`src/rtl/rs232_rx.sv`:
```
// ============================================================================
// Module   : rs232_rx
// Purpose  : 8N1 RS-232 receiver with a 2-flop synchronizer and mid-bit sampling
// Revision : 1.0 - initial release
// ============================================================================
`default_nettype none

module rs232_rx #(
   parameter int BAUD_CYCLES = 434,
   parameter int HALF_CYCLES = 217
) (
   input  logic       clk,
   input  logic       rst,
   input  logic       rx,
   output logic [7:0] dataOut,
   output logic       dataDoneFlag,
   output logic       frameErr,
   output logic       busy
);

   localparam int C_CNT_MAX = (BAUD_CYCLES > HALF_CYCLES) ? BAUD_CYCLES : HALF_CYCLES;
   localparam int C_CNT_W   = (C_CNT_MAX > 1) ? $clog2(C_CNT_MAX) : 1;
   localparam logic [C_CNT_W-1:0] C_BAUD_LAST = C_CNT_W'(BAUD_CYCLES - 1);
   localparam logic [C_CNT_W-1:0] C_HALF_LAST = C_CNT_W'(HALF_CYCLES - 1);

   typedef enum logic [1:0] {
      S_IDLE  = 2'd0,
      S_START = 2'd1,
      S_DATA  = 2'd2,
      S_STOP  = 2'd3
   } state_t;

   state_t               r_state;
   state_t               w_state_next;
   logic                 r_sync1;
   logic                 r_rxs;
   logic                 r_rxPrev;
   logic [1:0]           r_live;
   logic                 r_armed;
   logic                 w_armed_next;
   logic                 w_fall;
   logic [C_CNT_W-1:0]   r_cnt;
   logic [C_CNT_W-1:0]   w_cnt_next;
   logic [2:0]           r_idx;
   logic [2:0]           w_idx_next;
   logic [7:0]           r_shift;
   logic [7:0]           w_shift_next;
   logic [7:0]           r_dataOut;
   logic [7:0]           w_data_next;
   logic                 r_done;
   logic                 w_done_next;
   logic                 r_ferr;
   logic                 w_ferr_next;

   always_ff @(posedge clk) begin
      if (!rst) begin
         r_sync1   <= 1'b1;
         r_rxs     <= 1'b1;
         r_rxPrev  <= 1'b1;
         r_live    <= 2'b00;
         r_armed   <= 1'b0;
         r_state   <= S_IDLE;
         r_cnt     <= '0;
         r_idx     <= 3'd0;
         r_shift   <= 8'h00;
         r_dataOut <= 8'h00;
         r_done    <= 1'b0;
         r_ferr    <= 1'b0;
      end else begin
         r_sync1   <= rx;
         r_rxs     <= r_sync1;
         r_rxPrev  <= r_rxs;
         r_live    <= {r_live[0], 1'b1};
         r_armed   <= w_armed_next;
         r_state   <= w_state_next;
         r_cnt     <= w_cnt_next;
         r_idx     <= w_idx_next;
         r_shift   <= w_shift_next;
         r_dataOut <= w_data_next;
         r_done    <= w_done_next;
         r_ferr    <= w_ferr_next;
      end
   end

   // The synchronizer resets to 1, so a line held low through reset would look
   // like a falling edge; only a genuinely sampled high arms edge detection.
   assign w_armed_next = r_armed | (r_live[1] & r_rxs);
   assign w_fall       = r_armed & r_rxPrev & ~r_rxs;

   always_comb begin
      w_state_next = r_state;
      w_cnt_next   = r_cnt;
      w_idx_next   = r_idx;
      w_shift_next = r_shift;
      w_data_next  = r_dataOut;
      w_done_next  = 1'b0;
      w_ferr_next  = 1'b0;
      case (r_state)
         S_IDLE: begin
            w_cnt_next = '0;
            w_idx_next = 3'd0;
            if (w_fall) begin
               w_state_next = S_START;
            end
         end
         S_START: begin
            if (r_cnt == C_HALF_LAST) begin
               w_cnt_next   = '0;
               w_state_next = r_rxs ? S_IDLE : S_DATA;
            end else begin
               w_cnt_next = r_cnt + 1'b1;
            end
         end
         S_DATA: begin
            if (r_cnt == C_BAUD_LAST) begin
               w_cnt_next          = '0;
               w_shift_next[r_idx] = r_rxs;
               if (r_idx == 3'd7) begin
                  w_state_next = S_STOP;
               end else begin
                  w_idx_next = r_idx + 3'd1;
               end
            end else begin
               w_cnt_next = r_cnt + 1'b1;
            end
         end
         S_STOP: begin
            if (r_cnt == C_BAUD_LAST) begin
               w_cnt_next   = '0;
               w_state_next = S_IDLE;
               if (r_rxs) begin
                  w_data_next = r_shift;
                  w_done_next = 1'b1;
               end else begin
                  w_ferr_next = 1'b1;
               end
            end else begin
               w_cnt_next = r_cnt + 1'b1;
            end
         end
         default: begin
            w_state_next = S_IDLE;
            w_cnt_next   = '0;
            w_idx_next   = 3'd0;
         end
      endcase
   end

   assign dataOut      = r_dataOut;
   assign dataDoneFlag = r_done;
   assign frameErr     = r_ferr;
   assign busy         = (r_state != S_IDLE);

endmodule

`default_nettype wire
```
`config.mk`:
```
export PLATFORM = sky130hd
export DESIGN_NAME = rs232_rx
export DESIGN_NICKNAME = d
export VERILOG_FILES = /design/src/rtl/rs232_rx.sv
export SDC_FILE = /design/constraint.sdc
export NUM_CORES = 1
export LEC_CHECK = 0
export CORE_ASPECT_RATIO = 0.8
export CORE_UTILIZATION = 45
export CTS_CLUSTER_DIAMETER = 200
export CTS_CLUSTER_SIZE = 8
export DETAILED_ROUTE_END_ITERATION = 10
export PLACE_DENSITY_LB_ADDON = 0.2
export REMOVE_ABC_BUFFERS = 1
export SETUP_SLACK_MARGIN = 0.5
export SLEW_MARGIN = 20
export SYNTH_ARGS = -nofsm -noshare
export SYNTH_HDL_FRONTEND = slang
export SYNTH_SLANG_ARGS = --single-unit
```
`constraint.sdc`:
```
create_clock -name clk -period 4.2 [get_ports clk]
set_clock_uncertainty 0.1 [all_clocks]
set_input_delay 0.63 -clock clk [delete_from_list [all_inputs] [get_ports clk]]
set_output_delay 0.63 -clock clk [all_outputs]
set_load 0.01 [all_outputs]
```
* After elaboration in Yosys (flattened, before gate mapping)
Cells that the tools add are included.
** Storage, ports and cells
- Word-level logic and storage cells :: 63
- Latch bits :: 0
- ROM bits :: 0
- Register bits :: 38
- Memories :: 0
- Input port bits :: 3
- RAM bits :: 0
** Operators by class
- Bitwise operators :: 5
- Magnitude comparators :: 2
- Reduce and logical (&&, ||, !) cells :: 10
- Shift-type cells :: 0
- Multipliers :: 0
- $add $sub $neg :: 2
- Divide/modulo/power cells :: 0
- Equal/unequal tests :: 12
- Muxes and demuxes :: 19
** Operator list (count)
- one-hot mux 9 bit (3 select lines) :: 1
- two-way mux 9 bit :: 2
- two-way mux 2 bit :: 6
- != test 2 bit (second input constant) :: 6
- adder 9 x 1 -> 9 bit (second input constant) :: 1
- == test 9 x 8 -> 1 bit (second input constant) :: 1
- == test 9 bit (second input constant) :: 1
- AND reduction 3 bit :: 3
- bitwise mux 8 bit :: 1
- one-hot mux 2 bit (4 select lines) :: 1
- two-way mux 3 bit :: 2
- one-hot mux 3 bit (2 select lines) :: 1
- AND reduction 5 bit :: 1
- == test 2 bit (second input constant) :: 2
- < comparator 3 x 4 -> 1 bit (second input constant) :: 1
- two-way mux 1 bit :: 4
- nonzero test 2 bit :: 2
- adder 3 x 1 -> 3 bit (second input constant) :: 1
- AND 1 bit :: 3
- demux 1 bit (select 3 bit) :: 1
- == test 3 bit (second input constant) :: 1
- greater-or-equal comparator 3 x 1 -> 1 bit (second input constant) :: 1
- == test 2 x 1 -> 1 bit (second input constant) :: 1
- zero test 2 bit :: 1
- 5 further kinds :: 5

* Logic depth before layout (Yosys ltp)
Gate-level depths: netlist of run 1.
- Depth in word-level cells :: 5
- Mapped depth :: 7
- Gate-level depth less buffers :: 6

* Worst setup path after synthesis of run 1
OpenSTA, ideal clock, no wires.
- Kind :: register -> register
- From :: register r_cnt[0]
- To :: register r_shift[3]
- Data arrival time :: 1372 ps
- Library setup time :: 135 ps
- Cell stages (with the launch flop) :: 6
- Slack :: 2593 ps
- Data required time :: 3965 ps
- Cell sequence :: dfxtp_1 -> ha_1 -> and4bb_2 -> nand2_1 -> o311ai_0 -> o41ai_1
** Between the ends
- Longest elaborated chain between the ends :: 2
** RTL lines
- from (decl) :: RTL line 42 : logic [C_CNT_W-1:0] r_cnt;
- from (signal assigned) :: RTL line 76 : r_cnt <= w_cnt_next;
- == test 9 bit :: RTL line 115 : if (r_cnt == C_BAUD_LAST) begin
- AND reduction 2 bit (no line)
- to (signal assigned) :: RTL line 78 : r_shift <= w_shift_next;
- to (decl) :: RTL line 46 : logic [7:0] r_shift;
Every way passes these cells.
A chain may end at the register's enable or synchronous reset.

==> flow_summary.json, run 1 <==
{
  "outcome": "finished, violations left",
  "failed_checks": "design-rule violations",
  "reg2reg_setup_slack_ps": 2350,
  "multi_input_comb_area_um2": 883,
  "clockBufferDepth": 2,
  "critical_path_arrival_ps": 1720,
  "drtPass1Iterations": 7,
  "synth_area_per_cell_um2": 10.1,
  "worst_pin_slew_ps": 567,
  "cts-resized-gates": 0,
  "detail_route.vias_per_cell": 5.48,
  "worstSetupPathDepth": 2,
  "grt_pass1_wl_mm": 5.40,
  "setup_cp_type": "reg2out",
  "groute.usage.overall": 0.175,
  "cp-start-kind": "register",
  "ys_warn_count": 0,
  "hold_slack_ps": 308,
  "period_needed_ps": 2450,
  "cp_num_buf_inv": 1,
  "gp_congestion": 0.769,
  "io_buffers": 13,
  "floorplan.io_pins": 14,
  "initial_core_util": 0.482,
  "numPlacedInstances": 217,
  "ys_seq_elements": 38,
  "layout.filler_cells": 316,
  "max_cap_violations": 0,
  "holdCritPathClass": "reg2reg",
  "syn_inst": 168,
  "drc": 3,
  "timing.rr.start": "r_cnt[0]",
  "n_antenna_cell": 0,
  "rsz0062_at_grt": "false",
  "ir_worst_vdd_uv": 246,
  "layout_worst_path_cycle_share": 0.584,
  "setup_violations": 0,
  "critPathSlowestCell": "dfxtp_1",
  "worst-endpoint-required_ps": 3470,
  "area.sequential_um2": 761,
  "worst_r2r_path_depth": 5,
  "place_hpwl_mm": 2.06,
  "layout-drive-gt1-share": 0.109,
  "clock_pin_transition_on_the_worst_setup_and_hold_timing_paths_ps": 70,
  "avgRoutedWirePerCell_um": 13.1,
  "postCtsSetupRepairBufs": 0,
  "yosys_most_used_dff": "dfxtp_1",
  "core_um2": 3520,
  "final_max_slew_viol_count": 0,
  "timing.critical_path.to": "busy",
  "initial_antenna_violation_count": 0,
  "regToRegEndpoint": "r_idx[2]",
  "nets": 190,
  "synth_largest_area_cell": "dfxtp_1",
  "setup.worst_path.end_class": "output port",
  "horiz_die_dim_um": 70.6,
  "cts.sinks": 38,
  "commonest_non_fill_non_tap_cell_in_the_layout": "dfxtp_1",
  "tritoncts": "done",
  "timing_hold_violations_final": 0,
  "instances_no_fill": 225,
  "critical-path-top-delay-family": "flip-flops",
  "grt_start_max_net_pins": 20,
  "critical_path.cell_chain": "or2_2, clkdlybuf4s50_1",
  "fp.dieH_um": 56.9,
  "synth_area_leaders": "dfxtp_1 45%, mux2i_1 8.3%, nand3_1 3.8%, ha_1 3.7%, nor2b_1 3.7%",
  "max_clock_freq_mhz": 407,
  "largest_fanout_of_any_net_on_the_critical_path": 16,
  "netlist-cell-type-count": 42,
  "area_share_of_the_largest_cell_type_after_synthesis": 0.449,
  "cp_slowest_stage_delay_ps": 680,
  "power.static_leakage_nw": 0.684,
  "cts_inserted_buffers": 5,
  "cts-htree-levels": 2,
  "grt_overflow_total": 0,
  "synth-edff-count": 0,
  "via_count": 1232,
  "setup_total_neg_slack_ps": 0,
  "mostFrequentLayoutCells": "38 x dfxtp_1, 14 x mux2i_1, 13 x nand3_1, 13 x clkdlybuf4s50_1, 12 x nor2_1",
  "holdPathStages": 1,
  "clk_latency_ps": 280,
  "first_global_vias": 1170,
  "synth.cell_area_um2": 1690,
  "cts-hold-fix-buffers": 0,
  "floorplan.die_area_um2": 4020,
  "detailedRoute.firstIterationViolations": 41,
  "route.final.wire_length_mm": 2.95,
  "row_count": 19,
  "clockRootBuffer": "clkbuf_8",
  "ys_async_sr_fraction": 0,
  "detail-route-antenna-nets": 0,
  "powerDensity_nw_per_um2": 322,
  "worst_slew_margin_rel": 0.621,
  "synth_seq_area_share": 0.449,
  "area_growth_pct": 15.0
}
==> per-stage QoR <==
stage	util	cell area [um^2]	setup WS (ps)	total power, W
detailed placement	0.528	1860	1880	0.000386
finish	0.554	1950	1750	0.000628
global placement	0.528	1860	1990	0.000385
global route	0.554	1950	1630	0.000660
CTS	0.554	1950	1740	0.000638
floorplan	-	1660	1990	0.000378
==> area by class of cell <==
class / instances / share of cell area
Inverter: 4 / 0.00771
Sequential cell: 38 / 0.390
Clock inverter: 1 / 0.00257
Tap cell: 42 / 0.0270
Multi-Input combinational cell: 118 / 0.453
Timing Repair Buffer: 15 / 0.0745
Clock buffer: 7 / 0.0443
==> worst min path at each step <==
stage | start | endpoint | slack (ps)
final | r_sync1 | r_rxs | 310
after global routing | r_sync1 | r_rxs | 340
after CTS | r_sync1 | r_rxs | 310
after detailed placement | r_sync1 | r_rxs | 300
after global placement | r_sync1 | r_rxs | 300
after floorplan | r_sync1 | r_rxs | 290
==> metal layers <==
metal / GRT usage / vias up / part of all wire
li1: - / 630 / -
met1: 0.236 / 569 / 0.52
met2: 0.264 / 26 / 0.42
met3: 0.0431 / 7 / 0.042
met4: 0.0857 / 0 / 0.021
met5: 0 / - / 0
==> worst register-to-register path: cells and delay by family (launching register included) <==
| kind | cells | cell delay (ps) |
|---|---|---|
| adders and majority gates | 1 | 250 |
| and+or+nand+nor | 3 | 840 |
| AOI/OAI and AO/OA | 1 | 120 |
| DFF | 1 | 460 |
==> state kept, by name (all words and copies together), names as in the netlist, named ones only <==
register,cells
frameErr,1
dataOut,8
r_shift,8
r_cnt,9
r_state,1
r_rxs,1
r_idx,3
r_sync1,1
r_live,2
dataDoneFlag,1
r_armed,1
r_rxPrev,1
==> cells by family after synthesis <==
family                     Yosys count  synth area share
adders and majority gates            5            0.0369
xor gates and xnor gates             7            0.0362
buffers and inverters               12            0.0295
and+or+nand+nor                     77             0.292
DFF                                 38             0.449
muxes                               14            0.0827
AOI/OAI and AO/OA                   15            0.0739
==> report_power, final <==
group	leakage, nW	total, W	internal, W	switching, W
registers	0.307	0.000365	0.000363	0.00000189
clock network	0.0482	0.000250	0.000132	0.000118
logic	0.329	0.0000127	0.00000563	0.00000704
total	0.684	0.000628	0.000501	0.000127
==> Yosys cell counts (2+ instances only) <==
master and instances:
mux2i_1 14, clkbuf_1 6, and4bb_2 2, nand2b_1 5
nand4_1 5, nor2b_1 10, nand3_1 13, nand2_1 11
and2_1 2, dfxtp_1 38, xor2_1 6, nand4b_1 2
o211ai_1 4, nor3_1 2, nor4_1 3, inv_1 4
nor2_1 12, ha_1 5
Note: power is estimated with default switching activity, not from simulation.
==> inputs of run 2 (changes only) <==
Clock period 4.2 ns to 2.09 ns, I/O delays scaled along.
==> run 2 against run 1 <==
The run still ends with design-rule violations left. Core utilization is 6.9 points higher. Wire length is 7.0% higher. Cell count up 5.3%. Flip-flop and latch count unchanged. Register-to-register slack lost 1900 ps. Total power grew 100%. Die area is the same. Critical path depth increased by 4. Largest cell class unchanged.
==> flow_summary.json, run 2 (same netlist as run 1, synthesis figures left out) <==
{
  "critical_path_arrival_ps": 1710,
  "initial_antenna_violation_count": 0,
  "worst_r2r_path_depth": 6,
  "final_max_slew_viol_count": 0,
  "groute.usage.overall": 0.166,
  "core_um2": 3520,
  "tritoncts": "done",
  "nets": 202,
  "cts-hold-fix-buffers": 0,
  "detail_route.vias_per_cell": 5.29,
  "min_to": "r_rxs",
  "critPathSlowestCell": "dfxtp_4",
  "grt_start_max_net_pins": 18,
  "largest_fanout_of_any_net_on_the_critical_path": 4,
  "timing_hold_violations_final": 0,
  "max_cap_violations": 0,
  "reg2reg_setup_slack_ps": 490,
  "setup.worst_path.end_class": "register",
  "layout-drive-gt1-share": 0.267,
  "initial_core_util": 0.482,
  "n_antenna_cell": 0,
  "critical-path-top-delay-family": "simple AND/OR/NAND/NOR gates",
  "failed_checks": "design-rule violations",
  "first_global_vias": 1134,
  "ir_worst_vdd_uv": 554,
  "numPlacedInstances": 220,
  "rsz0062_at_grt": "true",
  "powerDensity_nw_per_um2": 573,
  "gp_congestion": 0.779,
  "cts_inserted_buffers": 5,
  "max_flop_register": "r_cnt",
  "via_count": 1254,
  "worst-endpoint-required_ps": 2200,
  "clockBufferDepth": 2,
  "grt_overflow_total": 0,
  "commonest_non_fill_non_tap_cell_in_the_layout": "dfxtp_1",
  "detail-route-antenna-nets": 0,
  "max_clock_freq_mhz": 624,
  "setup_violations": 0,
  "cts-htree-levels": 2,
  "worst_pin_slew_ps": 453,
  "power.static_leakage_nw": 0.912,
  "route.final.wire_length_mm": 3.16,
  "clk_latency_ps": 280,
  "avgRoutedWirePerCell_um": 13.3,
  "io_buffers": 13,
  "row_count": 19,
  "clock_pin_transition_on_the_worst_setup_and_hold_timing_paths_ps": 70,
  "mostFrequentLayoutCells": "28 x dfxtp_1, 14 x mux2i_1, 13 x nand3_1, 12 x nor2_1, 11 x buf_4",
  "clockRootBuffer": "clkbuf_8",
  "period_needed_ps": 1600,
  "horiz_die_dim_um": 70.6,
  "hold_slack_ps": 309,
  "placement.cell_area_um2": 1880,
  "worst_slew_margin_rel": 0.697,
  "finalCoreUtilization": 0.623,
  "place_hpwl_mm": 2.09,
  "drc": 2,
  "regToRegEndpoint": "r_state[0]",
  "floorplan.die_area_um2": 4020,
  "cp_slowest_stage_delay_ps": 350,
  "grt_pass1_wl_mm": 5.09,
  "timing.rr.start": "r_cnt[1]",
  "area_growth_pct": 29.3,
  "worstHoldStart": "r_sync1",
  "holdPathStages": 1,
  "outcome": "finished, violations left",
  "layout_worst_path_cycle_share": 0.767,
  "drtPass1Iterations": 7,
  "post-route-cell-area_um2": 2190,
  "holdCritPathClass": "reg2reg",
  "cp-start-kind": "register",
  "detailedRoute.firstIterationViolations": 30,
  "critical_path.cell_chain": "inv_4, ha_4, and4bb_4, a21boi_4, or3_1, a21boi_1",
  "instances_no_fill": 237,
  "fp.dieH_um": 56.9,
  "floorplan.io_pins": 14,
  "cp_num_buf_inv": 1,
  "cts.sinks": 38,
  "setup_cp_type": "reg2reg",
  "largest_register_ffs": 9
}
-- run 2: cell count changes in the layout (fill, tap and decap cells not counted), moves of 2 or more --
cell,delta
buf_4,+9
buf_6,+3
clkdlybuf4s50_1,-9
dfxtp_1,-10
dfxtp_2,+6
dfxtp_4,+4
dlymetal6s2s_1,+8
nor4_1,-3
nor4_2,+2
-- run 2: layout make-up --
class / count / area [um^2]
fill: 277 / 1330
tap: 42 / 52.6
clock buffer: 7 / 86.3
clock inverter: 1 / 5.00
multi-input combinational: 118 / 980
inverter: 4 / 17.5
timing repair buffer: 27 / 267
sequential: 38 / 783
-- run 2: how the worst max path moves through the flow --
stage                         from          to  slack [ps]  cells past startpoint
after global routing      register  dataOut[7]         390                      6
after floorplan           r_cnt[0]  dataOut[0]        -120                      5
after CTS                 register        busy         490                      2
final                     r_cnt[1]  r_state[0]         490                      6
after detailed placement  r_cnt[0]  dataOut[7]         170                      6
after global placement    r_cnt[0]  dataOut[1]         200                      6
-- run 2: power by group --
part           switching [W]  leakage [nW]  total (W)  internal, W
logic              0.0000160         0.550  0.0000288    0.0000128
clock network       0.000233        0.0482   0.000498     0.000266
registers         0.00000285         0.314   0.000727     0.000725
-- run 2: repair_timing --
action,4_1_cts,5_1_grt
resized for setup,26,21
pin swaps,2,7
endpoints found under the setup margin,29,34
buffers inserted,6,3
-- run 2: metal layers --
metal,share of wire,up-vias,GRT usage
li1,-,654,-
met1,0.50,574,0.219
met2,0.45,19,0.247
met3,0.033,7,0.0431
met4,0.019,0,0.0943
met5,0,-,0
-- run 2: per-stage QoR --
stage                     worst slack, ps  TNS [ps]  power [W]
after global routing                  394         0    0.00131
after floorplan                      -125      -997   0.000759
after CTS                             489         0    0.00127
after global placement                197         0   0.000776
after detailed placement              166         0   0.000777
final                                 488         0    0.00125
==> inputs of run 3 (changes only) <==
Clock period 2.09 ns to 1.5 ns, I/O delays scaled along.
==> run 3 against run 2 <==
The flow finishes with violations (design-rule violations, negative setup slack). Cell count is 11% higher. Via count is 22% higher. Total power is 39% higher. Wire length is 60% higher. Setup slack worse by 730 ps. First-iteration DRC count grew to 3.7 times the previous value. Core utilization is 9.0 points higher. Global-route usage is 8.1 points higher. Cell area is 15% higher. Largest power group unchanged. Register-to-register slack worse by 730 ps.
==> flow_summary.json, run 3 (same netlist as run 1, synthesis figures left out) <==
{
  "met2_usage": 0.415,
  "drtPass1Iterations": 7,
  "layout_worst_path_cycle_share": 1.16,
  "cts-hold-fix-buffers": 0,
  "clockRootBuffer": "clkbuf_8",
  "largest_fanout_of_any_net_on_the_critical_path": 4,
  "commonest_non_fill_non_tap_cell_in_the_layout": "buf_4",
  "clockBufferDepth": 2,
  "period_needed_ps": 1740,
  "worst_pin_slew_ps": 344,
  "route.final.wire_length_mm": 5.06,
  "setup_ws_ps": -242,
  "grt_busiest_layer": "met2",
  "met1_use_gr": 0.288,
  "ir_worst_vdd_uv": 705,
  "avgRoutedWirePerCell_um": 19.2,
  "failed_checks": "design-rule violations, negative setup slack",
  "max_cap_violations": 0,
  "setup_cp_type": "reg2reg",
  "grt_start_max_net_pins": 31,
  "via_count": 1528,
  "drc": 2,
  "powerDensity_nw_per_um2": 697,
  "grtUsageMet3": 0.0772,
  "groute.usage.overall": 0.247,
  "n_antenna_cell": 0,
  "setup_violations": 29,
  "place_hpwl_mm": 2.68,
  "final_max_slew_viol_count": 0,
  "floorplan.io_pins": 14,
  "setup.worst_path.end_class": "register",
  "largest_register_ffs": 9,
  "dp_worst_setup_slack_ps": -218,
  "hold_slack_ps": 312,
  "numPlacedInstances": 244,
  "initial_core_util": 0.482,
  "layout.filler_cells": 245,
  "worst-endpoint-required_ps": 1630,
  "mostFrequentLayoutCells": "31 x buf_4, 22 x dfxtp_1, 18 x buf_6, 15 x dfxtp_2, 13 x mux2i_1",
  "cts.sinks": 38,
  "detail-route-antenna-nets": 0,
  "area_growth_pct": 48.1,
  "gp_congestion": 0.787,
  "max_clock_freq_mhz": 574,
  "timing_hold_violations_final": 0,
  "outcome": "finished, violations left",
  "clk_latency_ps": 300,
  "worst_slew_margin_rel": 0.770,
  "row_count": 19,
  "holdCritPathClass": "reg2reg",
  "rsz0062_at_grt": "true",
  "io_buffers": 13,
  "power.static_leakage_nw": 0.988,
  "floorplan.die_area_um2": 4020,
  "first_global_vias": 1533,
  "grt_pass1_wl_mm": 7.47,
  "core_um2": 3520,
  "layout-drive-gt1-share": 0.477,
  "clock_pin_transition_on_the_worst_setup_and_hold_timing_paths_ps": 70,
  "cp-start-kind": "register",
  "critical_path_arrival_ps": 1870,
  "horiz_die_dim_um": 70.6,
  "grt_overflow_total": 0,
  "initial_antenna_violation_count": 0,
  "fp.dieH_um": 56.9,
  "cts_inserted_buffers": 5,
  "instances_no_fill": 264,
  "tritoncts": "done",
  "cts-htree-levels": 2,
  "max_flop_register": "r_cnt",
  "detailedRoute.firstIterationViolations": 111,
  "nets": 230,
  "detail_route.vias_per_cell": 5.79
}
-- run 3: final cells by class --
type | instances | area [um^2] | share of cell area
sequential | 38 | 783 | 0.312
clock buffer | 7 | 76.3 | 0.0304
timing repair buffer | 54 | 485 | 0.194
inverter | 4 | 17.5 | 0.00698
tap | 42 | 52.6 | 0.0209
multi-input combinational | 119 | 1090 | 0.436
-- run 3: where the power goes --
| part | internal [W] | switching (W) | leakage (nW) | total [W] |
|---|---|---|---|---|
| combinational | 0.0000240 | 0.0000291 | 0.634 | 0.0000532 |
| clock | 0.000320 | 0.000359 | 0.0383 | 0.000679 |
| sequential | 0.00101 | 0.00000327 | 0.316 | 0.00102 |
| total | 0.00136 | 0.000391 | 0.988 | 0.00175 |
-- run 3: critical path, stage by stage, from the launching register on --
cell and delay [ps]:
dfxtp_2 340, nand4b_1 250, buf_6 200, nor4b_4 330
nor3b_2 250, mux2i_1 200
-- run 3: timing repair --
item | CTS | global route
setup endpoints to repair | 43 | 46
setup buffers | 4 | 7
cloned | 2 | 0
pin swaps | 23 | 11
resized for setup | 96 | 24
-- run 3: per-stage QoR --
| stage | utilization | total power, W | cell area [um^2] | TNS [ps] |
|---|---|---|---|---|
| floorplan | - | 0.00106 | 1660 | -7310 |
| global placement | 0.589 | 0.00109 | 2070 | -1830 |
| detailed placement | 0.589 | 0.00109 | 2070 | -4120 |
| CTS | 0.670 | 0.00174 | 2360 | -870 |
| global route | 0.713 | 0.00180 | 2510 | -4480 |
| finish | 0.713 | 0.00175 | 2510 | -3090 |
-- run 3: routing by layer --
metal  up-vias  wire, um  part of all wire
met5         -         0                 0
met4         0       157             0.031
met3        18       210             0.042
met2        52      2540              0.50
met1       753      2150              0.43
li1        705         -                 -
-- run 3: path summary, 6_finish.rpt --
kind / cells after the start / startpoint / slack [ps] / end
setup reg to reg: 5 / r_cnt[2] / -240 / r_shift[2]
setup / recovery: 5 / r_cnt[2] / -240 / r_shift[2]
hold / removal: 1 / r_sync1 / 310 / r_rxs
hold reg to reg: 1 / r_sync1 / 310 / r_rxs
